**src/rtl/if_fetch_queue.sv**
```systemverilog
// Instruction fetch stage: tags synchronous imem words with their PC and buffers them for decode.
// Overflow drops the word and replays the PC; an execute redirect flushes all wrong-path state.
module if_fetch_queue #(
    parameter int ADDR_W = 10,
    parameter int DATA_W = 32,
    parameter int DEPTH  = 4
) (
    input  logic              clk,
    input  logic              Reset,
    input  logic [ADDR_W-1:0] pc_addr,
    output logic [ADDR_W-1:0] imem_addr,
    input  logic [DATA_W-1:0] imem_rdata,
    input  logic              redirect_in,
    output logic              replay_jump,
    output logic [ADDR_W-1:0] replay_target,
    output logic              dec_valid,
    input  logic              dec_ready,
    output logic [DATA_W-1:0] dec_instr,
    output logic [ADDR_W-1:0] dec_pc
);
    localparam int PTR_W = $clog2(DEPTH);
    localparam int CNT_W = PTR_W + 1;

    logic [PTR_W-1:0]  wr_ptr_q, wr_ptr_d, rd_ptr_q, rd_ptr_d;
    logic [CNT_W-1:0]  count_q, count_d;
    logic              valid_q, valid_d;
    logic [ADDR_W-1:0] pc_q, pc_d;
    logic [DATA_W-1:0] instr_mem_q [DEPTH];
    logic [ADDR_W-1:0] pc_mem_q    [DEPTH];

    logic full, push, pop;

    assign imem_addr = pc_addr;
    assign full      = (count_q == CNT_W'(DEPTH));
    assign dec_valid = (count_q != '0);
    assign pop       = dec_valid & dec_ready;
    assign push      = valid_q & (!full | pop) & !redirect_in;

    // The PC cannot stall, so a word with nowhere to go is dropped and re-fetched.
    assign replay_jump   = valid_q & full & !pop & !redirect_in & !Reset;
    assign replay_target = replay_jump ? pc_q : '0;

    // Head is masked when empty so stale entries never leak out after reset or flush.
    assign dec_instr = dec_valid ? instr_mem_q[rd_ptr_q] : '0;
    assign dec_pc    = dec_valid ? pc_mem_q[rd_ptr_q]    : '0;

    always_comb begin
        wr_ptr_d = wr_ptr_q;
        rd_ptr_d = rd_ptr_q;
        count_d  = count_q;
        pc_d     = pc_addr;
        // The address presented in a redirect/replay cycle is overwritten by the PC reload.
        valid_d  = !(redirect_in | replay_jump);
        if (redirect_in) begin
            wr_ptr_d = '0;
            rd_ptr_d = '0;
            count_d  = '0;
        end else begin
            if (push) wr_ptr_d = wr_ptr_q + PTR_W'(1);
            if (pop)  rd_ptr_d = rd_ptr_q + PTR_W'(1);
            case ({push, pop})
                2'b10:   count_d = count_q + CNT_W'(1);
                2'b01:   count_d = count_q - CNT_W'(1);
                default: count_d = count_q;
            endcase
        end
    end

    always_ff @(posedge clk) begin
        if (Reset) begin
            wr_ptr_q <= '0;
            rd_ptr_q <= '0;
            count_q  <= '0;
            valid_q  <= 1'b0;
            pc_q     <= '0;
        end else begin
            wr_ptr_q <= wr_ptr_d;
            rd_ptr_q <= rd_ptr_d;
            count_q  <= count_d;
            valid_q  <= valid_d;
            pc_q     <= pc_d;
        end
    end

    always_ff @(posedge clk) begin
        if (!Reset && push) begin
            instr_mem_q[wr_ptr_q] <= imem_rdata;
            pc_mem_q[wr_ptr_q]    <= pc_q;
        end
    end
endmodule

```
**config.mk**
```make
export PLATFORM = sky130hd
export DESIGN_NAME = if_fetch_queue
export DESIGN_NICKNAME = d
export VERILOG_FILES = /design/src/rtl/if_fetch_queue.sv
export SDC_FILE = /design/constraint.sdc
export NUM_CORES = 1
export LEC_CHECK = 0
export CAP_MARGIN = 20
export CORE_MARGIN = 4
export CORE_UTILIZATION = 54
export CTS_CLUSTER_SIZE = 12
export DETAILED_ROUTE_END_ITERATION = 10
export GPL_TIMING_DRIVEN = 0
export PLACE_DENSITY_LB_ADDON = 0.1
export SLEW_MARGIN = 30
export SYNTH_ARGS = -nofsm -noshare
export SYNTH_HDL_FRONTEND = slang
export SYNTH_SLANG_ARGS = --single-unit
export TNS_END_PERCENT = 10
```
**constraint.sdc**
```tcl
create_clock -name clk -period 4.45 [get_ports clk]
set_clock_uncertainty 0.15 [all_clocks]
set_input_delay 1.335 -clock clk [delete_from_list [all_inputs] [get_ports clk]]
set_output_delay 1.335 -clock clk [all_outputs]
set_load 0.05 [all_outputs]
```
==> results.txt <==
----------------------------------------------------
[GRT]
  GRT Util Overall ... 0.179
  Initial antenna violation count ... 0
  First-pass GRT wire length ... ~20,000 um
  GRT overflow ... 0
  Vias in the first global route ... 3,752
  Maximum number of pins on one net before global-route repair ... 37

[STA]
  Worst Slack Setup Final ... approximately 0.13 ns
  Unrepaired setup endpoints after global routing ... false
  Maximum clock frequency ... approximately 0.23 GHz
  Number of failing hold endpoints at the final stage ... 0
  Count of final setup violators ... 0
  Final hold slack ... ~0.35 ns
  Period Utilization, post-route ... 0.971
  Worst slew pin tran ... 0.699 ns
  Fin crit period ... 4.32 ns
  Setup Total Neg Slack ... 0 ns
  Slew Limit Fails ... 0
  Max-Slew Margin vs Limit ... 0.528

[Floorplanning]
  I/O pin cnt ... 110
  Placeable Area ... approximately 13,000 um2
  Die Wd ... 124 um
  Placement Rows ... 42
  Overall die area ... between 15,000 and 20,000 um2
  Starting Density ... 0.550
  Y dimension of the die ... ~120 um

[Worst setup path]
  Worst EP required ... 2.96 ns
  Cells on worst reg2reg path ... 8
  Biggest fanout along the worst timing path ... 10
  Worst Path Class, Setup ... reg2out
  Crit. End Element ... primary output
  Crit path arrival time ... 2.83 ns
  Nature of the critical path startpoint ... flop

[Clock network]
  Hold-fix buffers, CTS ... 0
  Root cell of the clock tree ... clkbuf_16
  Number of levels the H-tree was split into ... 4
  Clock sink total ... roughly 190
  Number of buffers created by CTS ... 17
  Clock Pin Slew Worst Setup and Hold Paths ... roughly 0.060 ns
  Clock insertion delay at the later pin of the skew report ... between 0.4 and 0.5 ns
  Post-CTS setup buffer count ... 0
  Clock tree from TritonCTS ... yes
  Maximum buffer depth of the clock tree ... 2

[Detailed routing]
  Detail-routed via count per cell ... approximately 5.3
  Number of design rule violations left after detail routing ... 0
  Wire length reported by the detailed router ... 12,900 um
  Post-DRT Antenna Nets ... 0
  Overall via count from detail_route ... roughly 3,700
  Number of violations reported at the end of detailed-routing iteration 0 ... roughly 230
  1st-pass router iterations ... 5
  Routed wirelength normalized by instance count ... 18.7 um

[Place]
  Total half-perimeter wirelength after legalization and detailed placement ... 8170 um
  Setup WS pre-CTS ... -0.727 ns
  Port Buf Inserts ... 109
  Placed Cells incl. Taps ... roughly 660
  Routability congestion estimate from global placement ... 0.713

[Flow run]
  Count of max-cap constraint violations ... 0

[Yosys]
  Number of cells produced by synthesis ... between 300 and 400
  Mean post-synth cell area ... 19.8 um2
  Share of the yosys chip area belonging to registers ... 0.747
  Register bit count reported by yosys ... 188
  Synth warnings ... 0
  Net Count, Synth ... 420
  Post-synthesis instance area ... 7290 um2
  Distinct cell type count after synthesis ... 26

[Finish]
  Ant. Diodes ... 0
  Number of fillers in the final layout ... slightly below 900
  Relative area change from synthesis to final layout ... 27.2%
  Count of nets after finishing ... 553
  Post-Layout Cell Count ... 690
  Fraction of final layout cells sized beyond drive strength 1 ... 0.228

[Run status]
  Run status ... finished, final reports clean

[Hold path]
  Type of the tightest min-delay check ... reg2reg
  Hold Path Cell Cnt ... 1

[Pwr]
  Power Dens Cells ... ~380 nW/um2
  Worst voltage drop across the vdd grid ... between 0.2 and 0.3 mV
  Leakage component of the power ... 3.10 nW

----------------------------------------------------
-- flip-flops by register name, summed over array words and instances (netlist names), named ones only --
name         flops
pc_q            10
valid_q          1
instr_mem_q    128
wr_ptr_q         2
count_q          3
pc_mem_q        40
rd_ptr_q         2
-- synth_stat cells --
master,number,share of area
xor2_1,3,0.0036
nor2b_1,30,0.026
fa_1,1,0.0027
and2b_1,22,0.023
o31ai_1,1,0.0010
a21oi_1,6,0.0041
and2_2,10,0.010
nor4b_1,1,0.0012
edfxtp_1,168,0.69
inv_1,8,0.0041
or3_1,3,0.0026
nor3_2,1,0.0014
or2_2,1,0.00086
nor3_1,2,0.0014
clkbuf_1,11,0.0057
o21ai_0,4,0.0027
mux4_2,42,0.13
or4b_4,1,0.0019
nand3_1,2,0.0014
buf_2,5,0.0034
dfxtp_1,20,0.055
ha_1,5,0.0086
nor2_1,5,0.0026
nand2_1,1,0.00051
buf_4,11,0.011
and2_1,4,0.0034
-- through the flow --
stage / total power [mW] / area [um2] / utilization
final: 3.53 / 9270 / 0.700
after detailed placement: 2.16 / 8700 / 0.657
after CTS: 3.56 / 9270 / 0.700
after global placement: 2.15 / 8600 / 0.649
after floorplan: 2.07 / 7290 / -
after global routing: 3.63 / 9270 / 0.700
-- cell families (layout without fill, tap and decap cells) --
logic type	count (synthesis)	in the layout	share of synthesized area
adder cells (fa/ha/maj)	6	6	0.0113
flip-flops	188	188	0.747
multiplexers	42	42	0.130
buffers and inverters	35	181	0.0245
XOR/XNOR	3	3	0.00361
AND/OR/NAND/NOR	83	83	0.0759
AO/OA/AOI/OAI	11	11	0.00790
-- what timing repair did --
| item | in CTS | in global routing |
|---|---|---|
| pin swaps | 1 | 0 |
| endpoints found under the hold margin | 0 | 0 |
| endpoints found under the setup margin | 11 | 4 |
| gates resized for setup | 79 | 2 |
| gates cloned | 1 | 0 |
-- path summary, 6_finish.rpt --
path | startpoint | end | slack, ns
worst max register to register | count_q[0] | count_q[2] | 1.75
worst min-delay path | valid_q | valid_q | 0.35
worst max-delay path | flop | dec_instr[2] | 0.13
worst min register to register | valid_q | valid_q | 0.35
-- worst max-delay path, cell delays in order, from the launching register on --
cell             delay (ns)
dfxtp_1                0.30
clkbuf_1               0.26
clkbuf_1               0.56
mux4_2                 0.32
nor2b_1                0.16
clkdlybuf4s50_1        0.83
-- power by group --
group	switching, mW	internal [mW]	total (mW)
registers	0.00885	1.93	1.94
logic	0.0952	0.0834	0.179
clock network	0.586	0.817	1.40
total	0.690	2.84	3.53
-- area by class of cell --
type / count / area [um2] / share of cell area
Clock buffer: 22 / 444 / 0.0479
Buffer: 27 / 154 / 0.0166
Multi-Input combinational cell: 145 / 1690 / 0.182
Clock inverter: 10 / 98.8 / 0.0107
Tap cell: 176 / 220 / 0.0238
Inverter: 8 / 30.0 / 0.00324
Timing Repair Buffer: 114 / 1190 / 0.128
Sequential cell: 188 / 5450 / 0.587
-- cells in the final DEF (no fill, tap or decap), types with 6 or more instances in the layout --
cell type	count
clkbuf_16	17
buf_2	7
buf_4	10
and2_2	10
mux4_2	42
dfxtp_1	20
buf_6	11
and2b_1	22
clkdlybuf4s50_1	97
nor2b_1	30
a21oi_1	6
clkbuf_1	15
edfxtp_1	168
inv_1	8
-- routing by layer --
metal,track usage,vias to the layer above,routed length (um)
met3,0.0454,17,592
li1,-,1688,-
met4,0.0719,0,185
met2,0.287,94,6530
met5,0,-,0
met1,0.236,1857,5570
Note: power is estimated with default switching activity, not from simulation.
